### src/rtl/fifo_pkg.sv
// rtl/fifo_pkg.sv - shared defaults and pointer helper for the SYNFIFO read path
package fifo_pkg;
    localparam int FIFO_WIDTH      = 16;
    localparam int FIFO_SKID_DEPTH = 3;
    localparam int FIFO_CNT_W      = 16;
    localparam int PTR_FN_W        = 8;

    // Wrapping increment for circular buffers whose depth need not be a power of 2
    function automatic logic [PTR_FN_W-1:0] ptr_inc(input logic [PTR_FN_W-1:0] ptr,
                                                    input logic [PTR_FN_W-1:0] depth);
        return (ptr >= depth - PTR_FN_W'(1)) ? '0 : ptr + PTR_FN_W'(1);
    endfunction
endpackage

### src/rtl/rd_skid_buf.sv
// rtl/rd_skid_buf.sv - SKID_DEPTH x WIDTH circular register buffer with occupancy
module rd_skid_buf
    import fifo_pkg::*;
#(
    parameter int  WIDTH      = FIFO_WIDTH,
    parameter int  SKID_DEPTH = FIFO_SKID_DEPTH,
    localparam int OCC_W      = $clog2(SKID_DEPTH + 1),
    localparam int PTR_W      = (SKID_DEPTH > 1) ? $clog2(SKID_DEPTH) : 1
) (
    input  logic             clk,
    input  logic             rst_n,
    input  logic             clr,
    input  logic             wr_en,
    input  logic [WIDTH-1:0] wr_data,
    input  logic             rd_en,
    output logic [WIDTH-1:0] rd_data,
    output logic [OCC_W-1:0] occ
);
    logic [WIDTH-1:0] mem [SKID_DEPTH];
    logic [PTR_W-1:0] wr_ptr;
    logic [PTR_W-1:0] rd_ptr;

    always_ff @(posedge clk) begin
        if (!rst_n || clr) begin
            wr_ptr <= '0;
            rd_ptr <= '0;
            occ    <= '0;
        end else begin
            if (wr_en) begin
                wr_ptr <= PTR_W'(ptr_inc(PTR_FN_W'(wr_ptr), PTR_FN_W'(SKID_DEPTH)));
            end
            if (rd_en) begin
                rd_ptr <= PTR_W'(ptr_inc(PTR_FN_W'(rd_ptr), PTR_FN_W'(SKID_DEPTH)));
            end
            occ <= occ + OCC_W'(wr_en) - OCC_W'(rd_en);
        end
    end

    // Storage needs no reset: occ gates every read
    always_ff @(posedge clk) begin
        if (wr_en) begin
            mem[wr_ptr] <= wr_data;
        end
    end

    assign rd_data = (occ != '0) ? mem[rd_ptr] : '0;
endmodule

### src/rtl/fifo_rd_streamer.sv
// rtl/fifo_rd_streamer.sv - SYNFIFO read master presenting a valid/ready stream
module fifo_rd_streamer
    import fifo_pkg::*;
#(
    parameter int WIDTH      = FIFO_WIDTH,
    parameter int SKID_DEPTH = FIFO_SKID_DEPTH,
    parameter int CNT_W      = FIFO_CNT_W
) (
    input  logic             clk,
    input  logic             rst_n,
    input  logic             flush,
    output logic             f_rpop,
    input  logic             f_rempty,
    input  logic [WIDTH-1:0] f_rdata,
    output logic             out_valid,
    input  logic             out_ready,
    output logic [WIDTH-1:0] out_data,
    output logic [CNT_W-1:0] out_cnt,
    output logic             idle
);
    localparam int OCC_W = $clog2(SKID_DEPTH + 1);
    localparam int CMT_W = OCC_W + 1;

    logic             inflight;
    logic             fire;
    logic [OCC_W-1:0] occ;
    logic [CMT_W-1:0] committed;

    // Words already owned by this block: buffered plus the one returning from RAM
    assign committed = {1'b0, occ} + CMT_W'(inflight);
    assign f_rpop    = !f_rempty && !flush && (committed < CMT_W'(SKID_DEPTH));
    assign out_valid = (occ != '0);
    assign fire      = out_valid && out_ready;
    assign idle      = f_rempty && (occ == '0) && !inflight;

    always_ff @(posedge clk) begin
        if (!rst_n || flush) begin
            inflight <= 1'b0;
            out_cnt  <= '0;
        end else begin
            inflight <= f_rpop;
            if (fire) begin
                out_cnt <= out_cnt + CNT_W'(1);
            end
        end
    end

    rd_skid_buf #(
        .WIDTH      (WIDTH),
        .SKID_DEPTH (SKID_DEPTH)
    ) u_skid (
        .clk     (clk),
        .rst_n   (rst_n),
        .clr     (flush),
        .wr_en   (inflight),
        .wr_data (f_rdata),
        .rd_en   (fire),
        .rd_data (out_data),
        .occ     (occ)
    );
endmodule

### config.mk
export PLATFORM = sky130hd
export DESIGN_NAME = fifo_rd_streamer
export DESIGN_NICKNAME = d
export VERILOG_FILES = /design/src/rtl/fifo_pkg.sv /design/src/rtl/rd_skid_buf.sv /design/src/rtl/fifo_rd_streamer.sv
export SDC_FILE = /design/constraint.sdc
export NUM_CORES = 1
export LEC_CHECK = 0
export BUFFER_PORTS_ARGS = -buffer_cell sky130_fd_sc_hd__buf_2
export CORE_UTILIZATION = 49
export DETAILED_ROUTE_END_ITERATION = 8
export PLACE_DENSITY = 0.79
export SLEW_MARGIN = 0
export SYNTH_ARGS = -nofsm -noshare
export SYNTH_HDL_FRONTEND = slang
export SYNTH_SLANG_ARGS = --single-unit
export TNS_END_PERCENT = 20
### constraint.sdc
create_clock -name clk -period 2.05 [get_ports clk]
set_clock_uncertainty 0.05 [all_clocks]
set_input_delay 0.41 -clock clk [delete_from_list [all_inputs] [get_ports clk]]
set_output_delay 0.41 -clock clk [all_outputs]
set_load 0.01 [all_outputs]
# Word-level counts from Yosys, hierarchy flattened
# Memory sizes are Yosys's and may differ from the RTL's. A register that Yosys moved wholly into a read port is not among the register bits.
# Cells that the tools add are included.
[op_classes] n_addsub=6 n_lt_le_gt_ge=3 n_mux=7 reduce_logical=12
[ops] cell="16-bit by 1-bit adder with 16-bit output (second input constant)" count=1
[ops] cell="16-bit two-way mux" count=1
[ops] cell="2-bit two-way mux" count=4
[ops] cell="1-bit logical AND" count=5
[ops] cell="2-bit by 1-bit adder with 2-bit output (second input constant)" count=2
[ops] cell="2-bit greater-or-equal comparator (second input constant)" count=2
[ops] cell="1-bit zero test" count=4
[ops] cell="2-bit by 1-bit adder with 3-bit output" count=1
[ops] cell="3-bit by 2-bit less-than comparator with 1-bit output (second input constant)" count=1
[ops] cell="2-bit by 1-bit adder with 2-bit output" count=1
[ops] cell="2-bit zero test" count=1
[ops] cell="1-bit two-way mux" count=2
[ops] cell="2-bit nonzero test" count=1
[ops] cell="2-bit by 1-bit subtractor with 2-bit output" count=1
[ops] cell="1-bit logical OR" count=1
[word_totals] register_bits=23 mem_bits_rw=48 inputBits=21 mem_count=1
[memory_table] name="u_skid.mem" words=3 width=16 rd=1 rd_clocked_by_memory_dff=1 wr=1 line_no="rd_skid_buf.sv:19" source="logic [WIDTH-1:0] mem [SKID_DEPTH];"

# Logic depth before layout (Yosys ltp)
[logic_depth] word_depth=4 depth_mapped=6 ltp_nobuf=5

# By module
# From an unflattened synthesis, not the netlist that was laid out.
[hier_totals] cells_unflattened=228 hier_area_um2=3061.7
[by_module_without_submodules] mod="rd_skid_buf" instances=1 cells_each=135 area_each_um2=2257.2 seq_area_each_um2=1601.5
[by_module_without_submodules] mod="fifo_rd_streamer" instances=1 cells_each=93 area_each_um2=804.5 seq_area_each_um2=340.3

# Worst setup path after synthesis
# Ideal clock, no wire load.
[synth_timing] path_type="reg2reg" startpoint="reg inflight" endpoint="mem u_skid.mem[0][0] (netlist name), enable pin" arrival_time_ps=1680 setup_slack_ps=-92 path_stages_with_launch=3 path_cell_list="dfxtp_1 > inv_1 > nor3_1"
[synth_via] elab_chain_cells=2
[synth_lines] element="from (decl)" line_no="fifo_rd_streamer.sv:24" source="logic inflight;"
[synth_lines] element="from (signal assigned)" line_no="fifo_rd_streamer.sv:41" source="inflight <= f_rpop;"
[synth_lines] element="1-bit two-way mux" line_no="rd_skid_buf.sv:41" source="if (wr_en) begin"
[synth_lines] element="1-bit two-way mux (implied by the code)" line_no="rd_skid_buf.sv:42" source="mem[wr_ptr] <= wr_data;"
[synth_lines] element="to (decl)" line_no="rd_skid_buf.sv:19"
# No other way between the ends.

# Worst setup path in the final report
[layout_timing] startpoint="reg u_skid.occ[0]" endpoint="out f_rpop"
[layout_via] elab_chain_cells=3
[layout_lines] element="from (decl)" line_no="rd_skid_buf.sv:17" source="output logic [OCC_W-1:0] occ"
[layout_lines] element="from (signal assigned)" line_no="rd_skid_buf.sv:35" source="occ <= occ + OCC_W'(wr_en) - OCC_W'(rd_en);"
[layout_lines] element="2-bit by 1-bit adder with 3-bit output" line_no="fifo_rd_streamer.sv:30" source="assign committed = {1'b0, occ} + CMT_W'(inflight);"
[layout_lines] element="3-bit by 2-bit less-than comparator with 1-bit output" line_no="fifo_rd_streamer.sv:31" source="assign f_rpop = !f_rempty && !flush && (committed < CMT_W'(SKID_DEPTH));"
[layout_lines] element="1-bit logical AND" line_no="fifo_rd_streamer.sv:31"
[layout_lines] element="to (decl)" line_no="fifo_rd_streamer.sv:12" source="output logic f_rpop,"
# No other way between the ends.

==> out/metrics.csv <==
metric;value;unit
Worst setup SP type;flip-flop;
area enclosed by the die boundary;6315;µm²
weighted congestion reported at the end of routability-driven placement;0.7405;
clock slew at reported path FFs;0.07;ns
number of max-slew violations in the final report;0;
n_diodes;0;
clock net sink count;73;
slowest stage cell on the critical path;dfxtp_4;
mean cell area of the mapped netlist;11.81;µm²
cell occurring most often along the worst timing path;ha_4;
share of Yosys cell area claimed by the top area cell type;0.4902;
Crit path largest cell delay;0.35;ns
area of the placeable core;5642;µm²
estimated wirelength of the detail-placed design;3501;µm
Final Core Density;0.6445;
Critical Path Start;u_skid.occ[0];
overall overflow remaining after global route;0;
clock latency at the later pin of the worst-skew pair;0.33;ns
IO Count;56;
outcome;finished, final reports clean;
Core Rows;27;
maximum number of buffers from clock root to sink;2;
average detailed-routed wire length per instance;13.38;µm
number of nets still failing antenna checks after routing;0;
cells traversed along the worst timing path;ha_4, ha_4, a211o_1, nor2_1, buf_2;
die width;79.47;µm
share of the yosys chip area belonging to registers;0.6604;
Buf+Inv Stages, Crit Path;1;
RSZ-0062 raised after global routing;yes;
total power per unit cell area;780.8;nW/µm²
largest voltage drop on the vdd net;437.9;µV
largest net degree at the start of global routing;33;
clk root buf;clkbuf_8;
hold path startpoint;f_rdata[9];
max-cap check violation count;0;
first-pass iteration count of the detailed router;4;
synthesized instance count;249;
1st-iter DRT viols;71;
EDFF count, synth;48;
Yosys Warn Count;0;
arrival time of data at the critical path endpoint;1.57;ns
area growth from synthesis to final layout;23.66;%
remaining max-slew budget at the tightest pin;0.6925;
total setup violations reported at the end of the flow;0;
async set-or-reset flop fraction in the synthesized netlist;0;
IO Port Bufs;55;
most area-consuming cells after synthesis;edfxtp_1, dfxtp_1, nor2_1, mux2i_1, a21oi_1;
antenna violations before repair;1;
leakage power;1.381;nW
Post-Syn Nets;274;
Final Hold Viols;0;
fraction of layout instances using a drive strength above 1;0.2800;
critical path start-end classification;flip-flop to output pin;
Placed Instances;378;
DRC violation count after routing;0;
achievable frequency;493.6;MHz
Hold WC Path Type;input pin to flip-flop;
fraction of the cycle the final worst path needs;0.9883;
category of cells accounting for the largest share of critical-path delay;adder cells;
net count of the finished layout;345;
DR vias/cell;5.131;
Final min period;2.026;ns
mapped cell area;2940;µm²
via count of the first global-routing pass;1919;
critical path capture point type;output pin;
total design power;2.839;mW
measured slew at the worst slew-check pin;0.4608;ns
wire length of the first global-routing pass;8721;µm
H-tree depth reported by CTS;3;
CTS Buf Count;9;
filler cell count;448;
Initial Util;0.5212;
maximum fanout count along the critical path;2;
WP data required;1.59;ns
Tot GR Track Use;0.1871;
synthesis-stage register bit count;73;
overall via count from detail_route;2037;
TritonCTS clock tree;yes;
final std cells w/o fill;397;
library cell occupying the most area in the post-synthesis netlist;edfxtp_1;
sum of routed wire length over all layers;5313;µm
height of the chip;79.47;µm
worst flop-to-flop path startpoint;out_cnt[2];
most common flop cell mapped by yosys;edfxtp_1;
count of cell types in the netlist;31;
[cell type report]
type | count | area [µm²] | share of cell area
well taps | 72 | 90.09 | 0.02478
clock inverters | 6 | 82.58 | 0.02271
flip-flops and latches | 73 | 1951 | 0.5365
repair buffers | 69 | 392.9 | 0.1081
multi-input cells | 163 | 977.2 | 0.2688
clock buffers | 10 | 127.6 | 0.03510
inverters | 4 | 15.01 | 0.004129
[synthesized netlist by cell type, types with 3 or more instances]
library cell,n
nor2_1,55
edfxtp_1,48
dfxtp_1,25
a21oi_1,24
mux2i_1,17
nand2_1,11
xnor2_1,8
clkbuf_1,7
nor3_1,6
o21ai_0,5
or3_1,5
ha_1,4
inv_1,4
nand4_1,4
nor4_1,4
xor2_1,3
[worst reg2reg max path: cells and delay by family (launching register included)]
| kind | cells | cell delay (ns) |
|---|---|---|
| compound gates | 1 | 0.14 |
| flops | 1 | 0.43 |
| simple gates | 3 | 0.98 |
[cells by family after synthesis]
kind of cell / share of synthesized area
AO/OA/AOI/OAI: 0.06766
flip-flops: 0.6604
multiplexers: 0.05787
adder cells (fa/ha/maj): 0.01702
XOR/XNOR: 0.03277
buffers and inverters: 0.01745
AND/OR/NAND/NOR: 0.1468
[where the power goes]
part,switching (mW),internal [mW]
combinational,0.0535,0.0396
sequential,0.00439,1.58
clock,0.486,0.679
[path summary, 6_finish.rpt]
kind / slack, ns / cells after the start / end
max: 0.02 / 5 / f_rpop
min: 0.22 / 1 / u_skid.mem[0][9]
max reg2reg: 0.40 / 4 / out_cnt[11]
min reg2reg: 0.46 / 2 / out_cnt[1]
[metal layers]
| layer | GRT usage | routed length [µm] | vias up |
|---|---|---|---|
| met5 | 0 | 13 | - |
| met4 | 0.1091 | 119 | 2 |
| met3 | 0.04114 | 290 | 12 |
| met2 | 0.3085 | 2522 | 57 |
| met1 | 0.2240 | 2367 | 930 |
| li1 | - | - | 1036 |
[flip-flops by register name, summed over array words and instances, names as in the netlist, named ones only]
| name | flops |
|---|---|
| u_skid.mem | 48 |
| out_cnt | 16 |
| u_skid.occ | 2 |
| u_skid.rd_ptr | 2 |
| u_skid.wr_ptr | 2 |
| inflight | 1 |
[layout by cell type, fill, tap and decap left out, types with 2 or more instances in the layout]
master / Yosys / layout
a21oi_1: 24 / 24
buf_2: 2 / 55
buf_4: 0 / 13
bufinv_16: 0 / 2
clkbuf_8: 0 / 9
clkinv_2: 0 / 2
dfxtp_1: 25 / 22
dfxtp_4: 0 / 2
edfxtp_1: 48 / 48
ha_1: 4 / 2
ha_4: 0 / 2
inv_1: 4 / 4
mux2i_1: 17 / 17
nand2_1: 11 / 11
nand3_2: 2 / 2
nand4_1: 4 / 4
nor2_1: 55 / 55
nor2b_1: 2 / 2
nor3_1: 6 / 5
nor4_1: 4 / 4
o21a_1: 2 / 2
o21ai_0: 5 / 5
or3_1: 5 / 5
xnor2_1: 8 / 8
xor2_1: 3 / 3
[through the flow]
stage               hold WS [ns]  instance area [µm²]  setup WS, ns  setup TNS, ns
floorplan                 0.4403                 2945        0.3340              0
global placement          0.4369                 3369        0.2479              0
detailed placement        0.4489                 3369        0.2003              0
CTS                       0.2044                 3636      0.004018              0
global route              0.2142                 3636      -0.05559       -0.05559
finish                    0.2219                 3636       0.02392              0
[repair_timing]
item | 4_1_cts | 5_1_grt
resized for setup | 8 | 0
buffers inserted | 3 | 0
pin swaps | 2 | 1
setup endpoints to repair | 1 | 1
hold endpoints to repair | 0 | 0
hold buffers | 0 | 0
Note: power is estimated with default switching activity, not from simulation.
